`config.mk`:
```
export PLATFORM = sky130hd
export DESIGN_NAME = vga_output_module
export DESIGN_NICKNAME = d
export VERILOG_FILES = /design/src/rtl/vga_output_module_pkg.sv /design/src/rtl/vga_timing.sv /design/src/rtl/vga_output_module.sv
export SDC_FILE = /design/constraint.sdc
export NUM_CORES = 1
export LEC_CHECK = 0
export ABC_AREA = 1
export BUFFER_PORTS_ARGS = -buffer_cell sky130_fd_sc_hd__buf_2
export CORE_ASPECT_RATIO = 0.5
export CORE_MARGIN = 1
export CORE_UTILIZATION = 50
export CTS_CLUSTER_DIAMETER = 120
export CTS_CLUSTER_SIZE = 24
export DETAILED_ROUTE_END_ITERATION = 8
export HOLD_SLACK_MARGIN = 0.1
export PLACE_DENSITY = 0.73
export RECOVER_POWER = 50
export SYNTH_ARGS = -nofsm -noshare
export SYNTH_HDL_FRONTEND = slang
export SYNTH_SLANG_ARGS = --single-unit
export TNS_END_PERCENT = 1
```
`constraint.sdc`:
```
create_clock -name Clk -period 3.7 [get_ports Clk]
set_clock_uncertainty 0.15 [all_clocks]
set_input_delay 0.37 -clock Clk [delete_from_list [all_inputs] [get_ports Clk]]
set_output_delay 0.37 -clock Clk [all_outputs]
set_load 0.03 [all_outputs]
```
`src/rtl/vga_output_module_pkg.sv`:
```
// Shared types, 640x480@60 timing constants and the 8-entry colour palette
// for the VGA scan-out path.
package vga_output_module_pkg;

  typedef struct packed {
    logic [8:0] x;
    logic [7:0] y;
  } screenXY;

  typedef logic [2:0] palcolor;

  localparam logic [9:0] H_VISIBLE    = 10'd640;
  localparam logic [9:0] H_SYNC_START = 10'd656;
  localparam logic [9:0] H_SYNC_END   = 10'd752;
  localparam logic [9:0] H_TOTAL      = 10'd800;

  localparam logic [9:0] V_VISIBLE    = 10'd480;
  localparam logic [9:0] V_SYNC_START = 10'd490;
  localparam logic [9:0] V_SYNC_END   = 10'd492;
  localparam logic [9:0] V_TOTAL      = 10'd525;

  localparam logic [11:0] PALETTE [8] = '{
    12'h000, 12'hF00, 12'h0F0, 12'h00F,
    12'hFF0, 12'h0FF, 12'hF0F, 12'hFFF
  };

endpackage

```
`src/rtl/vga_timing.sv`:
```
// Pixel-enable divider, horizontal/vertical counters and raw sync/visible
// decode; new_frame pulses as the counters land on (0, V_VISIBLE).
module vga_timing
  import vga_output_module_pkg::*;
#(
  parameter int PIX_DIV = 2
) (
  input  logic       Clk,
  input  logic       Reset_n,
  output logic       pix_en,
  output logic [9:0] hc,
  output logic [9:0] vc,
  output logic       visible,
  output logic       hs_raw,
  output logic       vs_raw,
  output logic       new_frame
);

  localparam int PW = (PIX_DIV > 2) ? $clog2(PIX_DIV) : 1;
  localparam logic [PW-1:0] PHASE_LAST = PW'(PIX_DIV - 1);

  logic [PW-1:0] phase;
  logic          h_last;
  logic          v_last;

  // Phase 0 is the enable slot, so the first Clk after reset advances.
  assign pix_en = (phase == '0);
  assign h_last = (hc == H_TOTAL - 10'd1);
  assign v_last = (vc == V_TOTAL - 10'd1);

  always_ff @(posedge Clk or negedge Reset_n) begin
    if (!Reset_n) begin
      phase     <= '0;
      hc        <= '0;
      vc        <= '0;
      new_frame <= 1'b0;
    end else begin
      phase     <= (phase == PHASE_LAST) ? '0 : phase + PW'(1);
      new_frame <= pix_en && h_last && (vc == V_VISIBLE - 10'd1);
      if (pix_en) begin
        hc <= h_last ? '0 : hc + 10'd1;
        if (h_last) begin
          vc <= v_last ? '0 : vc + 10'd1;
        end
      end
    end
  end

  assign visible = (hc < H_VISIBLE) && (vc < V_VISIBLE);
  assign hs_raw  = !((hc >= H_SYNC_START) && (hc < H_SYNC_END));
  assign vs_raw  = !((vc >= V_SYNC_START) && (vc < V_SYNC_END));

endmodule

```
`src/rtl/vga_output_module.sv`:
```
// VGA scan-out: 320x240 framebuffer shown as 2x2 pixels at 640x480, with a
// two-stage fetch/palette pipeline keeping syncs aligned to colour.
module vga_output_module
  import vga_output_module_pkg::*;
#(
  parameter int          PIX_DIV     = 2,
  parameter logic [11:0] BLANK_COLOR = 12'h000
) (
  input  logic       Clk,
  input  logic       Reset_n,
  output screenXY    fb_coords,
  input  palcolor    fb_color,
  output logic       new_frame,
  output logic [3:0] VGA_R,
  output logic [3:0] VGA_G,
  output logic [3:0] VGA_B,
  output logic       VGA_HS,
  output logic       VGA_VS
);

  logic        pix_en;
  logic [9:0]  hc;
  logic [9:0]  vc;
  logic        visible;
  logic        hs_raw;
  logic        vs_raw;

  palcolor     s1_color;
  logic        s1_vis;
  logic        s1_hs;
  logic        s1_vs;
  logic [11:0] rgb;
  logic        unused_bits;

  vga_timing #(
    .PIX_DIV (PIX_DIV)
  ) u_timing (
    .Clk       (Clk),
    .Reset_n   (Reset_n),
    .pix_en    (pix_en),
    .hc        (hc),
    .vc        (vc),
    .visible   (visible),
    .hs_raw    (hs_raw),
    .vs_raw    (vs_raw),
    .new_frame (new_frame)
  );

  // Clamp to (0,0) in blanking so the framebuffer address stays in range.
  always_comb begin
    fb_coords = '0;
    if (visible) begin
      fb_coords.x = hc[9:1];
      fb_coords.y = vc[8:1];
    end
  end

  assign unused_bits = &{1'b0, hc[0], vc[0], vc[9]};

  always_ff @(posedge Clk or negedge Reset_n) begin
    if (!Reset_n) begin
      s1_color <= '0;
      s1_vis   <= 1'b0;
      s1_hs    <= 1'b1;
      s1_vs    <= 1'b1;
      rgb      <= BLANK_COLOR;
      VGA_HS   <= 1'b1;
      VGA_VS   <= 1'b1;
    end else if (pix_en) begin
      s1_color <= fb_color;
      s1_vis   <= visible;
      s1_hs    <= hs_raw;
      s1_vs    <= vs_raw;
      rgb      <= s1_vis ? PALETTE[s1_color] : BLANK_COLOR;
      VGA_HS   <= s1_hs;
      VGA_VS   <= s1_vs;
    end
  end

  assign {VGA_R, VGA_G, VGA_B} = rgb;

endmodule

```
Word-level counts from Yosys, hierarchy flattened

Memories as Yosys holds them, arrays and structs flattened.
Index checks and enable logic that the tools add are counted.

Bits in writable memories: 0
Register bits: 42
Memories kept: 1
Latch bits: 0
Memory bits (read-only): 96

Reductions and logical operators: 8
$add $sub $neg: 3
Div/mod/pow operators: 0
Shift-type cells: 0
Multiply operators: 0
$lt $le $gt $ge: 7
Bitwise logic cells: 2
Multiplexer cells: 7
Equal/unequal tests: 3

Memories:

| name            | words | bits a word | read ports | clocked after memory_dff | write ports | line                    | RTL |
|---|---|---|---|---|---|---|---|
| (no name shown) | 8     | 12          | 1          | 0                        | 0           | vga_output_module.sv:74 | `rgb <= s1_vis ? PALETTE[s1_color] : BLANK_COLOR;` |

Operators with widths:

| operator                                                                | count |
|---|---|
| 12-bit two-way mux                                                      | 3 |
| 10-bit by 1-bit adder with 10-bit output (second input constant)        | 2 |
| 10-bit == test (second input constant)                                  | 2 |
| 10-bit < comparator (second input constant)                             | 2 |
| 10-bit by 9-bit < comparator with 1-bit output (second input constant)  | 2 |
| 10-bit two-way mux                                                      | 2 |
| 17-bit two-way mux                                                      | 1 |
| 10-bit by 9-bit == test with 1-bit output (second input constant)       | 1 |
| 10-bit >= comparator (second input constant)                            | 1 |
| 10-bit by 9-bit >= comparator with 1-bit output (second input constant) | 1 |
| 1-bit logical AND                                                       | 5 |
| 4-bit >= comparator (second input constant)                             | 1 |
| 3-bit NOT with 4-bit output                                             | 1 |
| 1-bit logical NOT                                                       | 2 |
| 2-bit AND reduction                                                     | 1 |
| 1-bit adder (second input constant)                                     | 1 |
| 1-bit two-way mux                                                       | 1 |
| 1-bit NOT                                                               | 1 |

Logic depth before layout (Yosys ltp)

Gate-level depths: netlist of run 1.

Word-level depth: 5
Mapped depth: 9
Mapped depth without buffers: 8

Modules after synthesis

A second synthesis of run 1 with hierarchy kept.

Cell total of the unflattened synthesis: 269
Area, all modules: 1998.2 sq um

By module, submodules not included:

| module            | instances | cells each | area an instance (sq um) | sequential area each (sq um) |
|---|---|---|---|---|
| vga_timing        | 1         | 169        | 1315.0                   | 550.5 |
| vga_output_module | 1         | 100        | 683.2                    | 280.3 |

Worst setup path before layout of run 1

No wires, ideal clock.

Kind: register to output
Start: register u_timing.hc[7]
End: output fb_coords[10] (netlist name)
Required time: 3.180 ns
Data arrival time: 1.365 ns
Cell stages (with the launch flop): 7
Path slack: 1.815 ns
Buffers on the path: 1
Cells stage by stage: dfrtp_1 nand2_1 nand3_1 nor2_1 inv_2 buf_6 nor2_1

RTL lines:

| item                   | line                    | RTL |
|---|---|---|
| from (decl)            | vga_timing.sv:11        | `output logic [9:0] hc,` |
| from (signal assigned) | vga_timing.sv:41        | `hc <= h_last ? '0 : hc + 10'd1;` |
| to (decl)              | vga_output_module.sv:11 | `output screenXY fb_coords,` |

==> results of run 1 <==
## registers in the layout (all words and copies together) (netlist names)
register	cells
VGA_HS	1
u_timing.hc	10
s1_vis	1
s1_hs	1
VGA_VS	1
u_timing.vc	10
u_timing.new_frame	1
u_timing.phase	1
s1_color	3
rgb	3
s1_vs	1
## worst max-delay path by stage
stage	from	endpoint	slack (ns)	depth (start not counted)
CTS	u_timing.vc[5]	fb_coords[9]	1.52	6
global route	Reset_n	s1_color[0]	1.01	2
floorplan	u_timing.hc[7]	fb_coords[10]	1.82	6
detailed placement	u_timing.vc[5]	fb_coords[9]	1.85	6
finish	Reset_n	rgb[7]	1.44	2
global placement	u_timing.hc[7]	fb_coords[8]	1.86	6
## power by group through the flow
stage               sequential [mW]  combinational, mW  clock (mW)
global placement              0.376             0.0475           0
CTS                           0.370             0.0488       0.310
global route                  0.371             0.0488       0.326
detailed placement            0.376             0.0479           0
finish                        0.370             0.0448       0.301
floorplan                     0.382             0.0332           0
## what timing repair did
action	CTS	global route
hold endpoints to repair	29	0
buffers inserted	0	0
hold buffers	1	0
gates resized for setup	0	0
## layer usage
metal / GRT usage / part of all wire / up-vias
met5: 0 / 0 / -
met4: 0.0571 / 0.0098 / 0
met3: 0.0710 / 0.066 / 6
met2: 0.311 / 0.41 / 61
met1: 0.280 / 0.51 / 771
li1: - / - / 874
## Yosys cell counts (2+ instances only)
cell type / count / area [um2]
nand2_1: 60 / 225
nor3_1: 5 / 25.0
o21ai_0: 15 / 75.1
nor2_1: 44 / 165
dfstp_2: 4 / 105
nand4_4: 2 / 42.5
ha_1: 4 / 50.1
nor2_2: 2 / 12.5
o21ai_2: 4 / 35.0
inv_1: 33 / 124
inv_2: 5 / 18.8
nand4_1: 5 / 31.3
a21oi_1: 3 / 15.0
nand3_1: 17 / 85.1
dfrtp_1: 29 / 726
buf_4: 9 / 67.6
buf_2: 2 / 10.0
buf_6: 3 / 33.8
o21ai_1: 3 / 15.0
## per-stage QoR
| stage | hold slack [ns] | total power, mW | utilization | cells |
|---|---|---|---|---|
| detailed placement | 0.306 | 0.424 | 0.586 | 334 |
| floorplan | -0.0756 | 0.415 | - | 262 |
| CTS | 0.142 | 0.729 | 0.617 | 343 |
| global route | 0.162 | 0.745 | 0.612 | 343 |
| finish | 0.149 | 0.716 | 0.612 | 343 |
| global placement | 0.304 | 0.423 | 0.586 | 334 |
## final cells by class
cell class | instances | area, um2
clock buffers | 7 | 96.3
clock inverters | 1 | 5.00
fillers | 339 | 1400
inverters | 39 | 148
multi-input cells | 175 | 890
flip-flops and latches | 33 | 831
well taps | 51 | 63.8
repair buffers | 37 | 173
## kinds of logic (layout without fill, tap and decap cells)
group,count (synthesis),count (layout),share of synthesized area
buffers and inverters,54,84,0.132
DFF,33,33,0.419
adders and majority gates,4,4,0.0252
and+or+nand+nor,141,141,0.332
AOI/OAI and AO/OA,29,29,0.0871
xor gates and xnor gates,1,1,0.00442
==> qor.txt, run 1 <==
Violated checks = max-capacitance violations, max-slew violations
Die W = 91.1 um
Async S/R FF share, synth = 1.00
Crit path cell chain = dlygate4sd3_1 > clkbuf_1
Final setup vio count = 0
CTS tree = built
Largest fanout on the critical path = 33
Slowest stage delay, CP = 1.27 ns
Layout Nets = 300
Vias per inst = 4.99
Delay-heaviest family, CP = buffers and inverters
Die Y = 46.5 um
Required @ worst endpoint = 3.62 ns
GRT overflow = 0
Slew margin rel. = -0.182
Post-Syn Nets = 271
Fmax = 442 MHz
Post-Place Setup Slack = 1.85 ns
Crit path DAT = 2.18 ns
Final WL = 3990 um
Hold Violations, Final = 0
Worst R2R End = u_timing.vc[1]
CTS buffer count = 5
Avg Inst Size Synth = 7.57 um2
Post-Layout Inst Area = 0.00221 mm2
Largest net degree at the start of global routing = 34
Vias in the first global route = 1,353
Fin Setup TNS = 0 ns
Routed Antenna Nets = 0
Post-route clock period utilization = 0.612
Synth cell types = 32
Clock power share = 0.421
Yosys warnings = 0
Core ar. = 0.00360 mm2
Initial Util = 0.550
Leak = 1.10 nW
Startpoint types = input pin
Drt drc = 0
Routed length per instance = 11.6 um
Slew Viols, Final = 34
Row cnt = 15
DRT iter0 DRCs = 120
Prevailing post-synth register cell = dfrtp_1
CTS sink count = 33
Max Cap Viol = 1
Num ports = 37
Status = finished with violations
Initial antenna violation count = 0
Number of synthesized register bits = 33
Slowest-stage cell, CP = clkbuf_1
Worst r2r src = u_timing.phase
Slew @ Worst Pin = 1.77 ns
Sequential power share = 0.517
Cell Area, Synth = 0.00198 mm2
RSZ-0062 raised after global routing = no
Commonest non-fill, non-tap cell in the layout = nand2_1
Reg2Reg Setup Slack = 1.44 ns
Antenna diodes = 0
Combinational power share = 0.062
Layout cells sized above 1 = 0.178
Worst-path clk slew = 0.07 ns
Kind of end point of the critical path = async pin
Detailed-router iteration count before antenna repair = 4
Pwr Density = 325 mW/mm2
Syn Inst Count = 262
Sw Ratio = 0.243
CTS max path bufs = 2
Tot GR Track Use = 0.204
DP HPWL = 2900 um
Buffers plus inverters on the worst setup path = 2
HP Start = fb_color[2]
P_sw = 174 uW
FF-to-FF path depth = 5
P&R area growth vs syn = 11.2%
Clk_lat worst skew = 0.29 ns
Port Buffers = 36
Seq/Total Area, Yosys = 0.419
First-pass GRT wire length = 6370 um
Post-synth EDFFs = 0
Commonest non-fill, non-tap cells in the layout = nand2_1 (60), nor2_1 (44), inv_1 (33), dfrtp_1 (29), buf_2 (22)
DR vias = 1,712
Internal = 542 uW
Placed cell areas = 0.00211 mm2
Worst Hold Depth = 3
Worst Hold Endpoint = s1_color[2]
Min-delay worst type = in2reg
Maximum vdd drop = 0.164 mV
Root buf cell = clkbuf_8
Die area = 0.00424 mm2
H-tree levels = 2
Worst Path Class, Setup = in2async
RePlAce Congestion = 0.916
Final WS setup = 1.44 ns
Post-route minimum period = 2.26 ns
Power figures use the tool's default switching activity.
==> run 2, diff against run 1 <==
- PLACE_DENSITY: 0.73 -> 0.76
- clock period: 3.7 -> 2.04 ns (I/O delays scaled with it)
==> run 2 against run 1 <==
Effect of this change:
- the run now ends clean
- first-iteration DRC count up 3.3%
- die area unchanged
- worst hold slack better by 0.16 ns
- register-to-register slack worse by 1.1 ns
- via count up 1.1%
- global-route usage up 0.70 points
- sequential share of layout area down 0.45 points
- wire length up 4.2%
- setup slack worse by 1.3 ns
- critical path depth up 4
==> qor.txt, run 2 (synthesis gave the netlist of run 1 again) <==
Status = finished clean
Initial Util = 0.550 (unchanged)
Worst Path Class, Setup = reg2out
RSZ-0062 raised after global routing = no
Slew Viols, Final = 0 (-100%)
Crit path DAT = 1.56 ns (-0.62 ns)
Layout cells sized above 1 = 0.185 (+0.00710)
CTS buffer count = 5 (unchanged)
Kind of end point of the critical path = output port
Post-route core utilization = 0.620 (+0.00833)
RePlAce Congestion = 0.932 (+1.7%)
Max Cap Viol = 0 (-1)
Slew margin rel. = 0.457 (+0.639)
Maximum vdd drop = 0.224 mV (+36%)
Root buf cell = clkbuf_8
Core ar. = 0.00360 mm2 (unchanged)
Largest fanout on the critical path = 17 (-48%)
First-pass GRT wire length = 6710 um (+5.4%)
Post-Layout Inst Area = 0.00224 mm2 (+1.4%)
CTS max path bufs = 2 (unchanged)
Die Y = 46.5 um (unchanged)
Slew @ Worst Pin = 0.814 ns (-0.959 ns)
CTS sink count = 33 (unchanged)
Tot GR Track Use = 0.211 (+0.00697)
Post-Place Setup Slack = 0.350 ns (-1.50 ns)
Crit path cell chain = nand2_1 > nand3_1 > nor2_2 > inv_4 > nor2_1 > buf_2
Layout Nets = 305 (+1.7%)
Commonest non-fill, non-tap cell in the layout = nand2_1
Slowest stage delay, CP = 0.47 ns (-0.80 ns)
Final WS setup = 0.123 ns (-1.31 ns)
Placed cell count = 336 (+0.60%)
Setup bufs post-CTS = 0 (unchanged)
Top Registers = u_timing.hc x10, u_timing.vc x10
Total Power = 1.25 mW (+75%)
Initial antenna violation count = 0 (unchanged)
Post-route clock period utilization = 0.940
Hold Slack = 0.310 ns (+0.162 ns)
Vias per inst = 4.97 (-0.40%)
Finished Layout Cells = 348 (+1.5%)
Slowest-stage cell, CP = dfrtp_2
Fillers = 330 (-2.7%)
Drt drc = 0 (unchanged)
Vias in the first global route = 1,458 (+7.8%)
Die W = 91.1 um (unchanged)
CTS tree = built
Row cnt = 15 (unchanged)
DP HPWL = 3040 um (+4.6%)
Placed cell areas = 0.00213 mm2 (+0.71%)
DR vias = 1,730 (+1.1%)
P&R area growth vs syn = 12.7%
Pwr Density = 560 mW/mm2 (+72%)
Leak = 1.10 nW (+0.58%)
H-tree levels = 2 (unchanged)
Num ports = 37 (unchanged)
Detailed-router iteration count before antenna repair = 4 (unchanged)
Worst-path clk slew = 0.08 ns (about the same)
GRT overflow = 0 (unchanged)
Die area = 0.00424 mm2 (unchanged)
Buffers plus inverters on the worst setup path = 2 (unchanged)
Min-delay worst type = reg2reg
Post-route minimum period = 1.92 ns
Routed length per instance = 11.9 um (+2.7%)
Delay-heaviest family, CP = simple AND/OR/NAND/NOR gates
Largest net degree at the start of global routing = 34 (unchanged)
Routed Antenna Nets = 0 (unchanged)
Clk_lat worst skew = 0.29 ns (about the same)
Commonest non-fill, non-tap cells in the layout = nand2_1 (60), nor2_1 (43), inv_1 (33), dfrtp_1 (28), buf_2 (22)
DRT iter0 DRCs = 124 (+3.3%)
Hold Violations, Final = 0 (unchanged)
Required @ worst endpoint = 1.69 ns (-1.93 ns)
Port Buffers = 36 (unchanged)
Startpoint types = flip-flop
Antenna diodes = 0 (unchanged)
Fin Setup TNS = 0 ns (unchanged)
Final WL = 4150 um (+4.2%)
Fmax = 522 MHz
Final setup vio count = 0 (unchanged)
run 2: changes by cell type in the layout (fill, tap and decap cells not counted), sizes merged:
cell,before,now
clkinv,1,2
dlygate4sd3,1,4
clkinvlp,1,2
run 2: area by class of cell:
| type | count | area [um2] | area share |
|---|---|---|---|
| multi-input combinational | 175 | 892 | 0.399 |
| sequential | 33 | 832 | 0.372 |
| timing repair buffer | 42 | 211 | 0.0946 |
| inverter | 39 | 150 | 0.0672 |
| clock buffer | 5 | 68.8 | 0.0308 |
| tap | 51 | 63.8 | 0.0285 |
| clock inverter | 3 | 17.5 | 0.00783 |
run 2: final timing paths:
path / cells after the start / start / slack, ns / endpoint
hold reg to reg: 2 / s1_vs / 0.31 / VGA_VS
setup / recovery: 6 / u_timing.hc[7] / 0.12 / fb_coords[3]
min in group asynchronous: 2 / Reset_n / 0.39 / u_timing.hc[3]
hold / removal: 2 / s1_vs / 0.31 / VGA_VS
max in group asynchronous: 2 / Reset_n / 0.79 / u_timing.hc[7]
setup reg to reg: 6 / u_timing.hc[0] / 0.38 / u_timing.vc[0]
run 2: worst reg2reg max path: stages (launching register included):
cell and delay (ns):
dfrtp_1 0.39, ha_1 0.19, nand2_1 0.18, nor2_8 0.17, nand4_4 0.25, nand2_1 0.16, o21ai_2 0.06
run 2: routing by layer:
metal	up-vias	GRT usage	routed length [um]
met1	792	0.288	2090
met5	-	0	0
met4	0	0.0381	15
li1	888	-	-
met2	48	0.339	1770
met3	2	0.0677	272
run 2: where the power goes:
group | total [mW] | internal (mW) | switching, mW
sequential | 0.671 | 0.662 | 0.00900
combinational | 0.0854 | 0.0200 | 0.0655
clock | 0.495 | 0.236 | 0.259
total | 1.25 | 0.918 | 0.334
run 2: what timing repair did:
item / CTS / global route
hold buffers: 4 / 0
gates resized for setup: 0 / 3
endpoints found under the setup margin: 0 / 17
hold endpoints to repair: 32 / 0
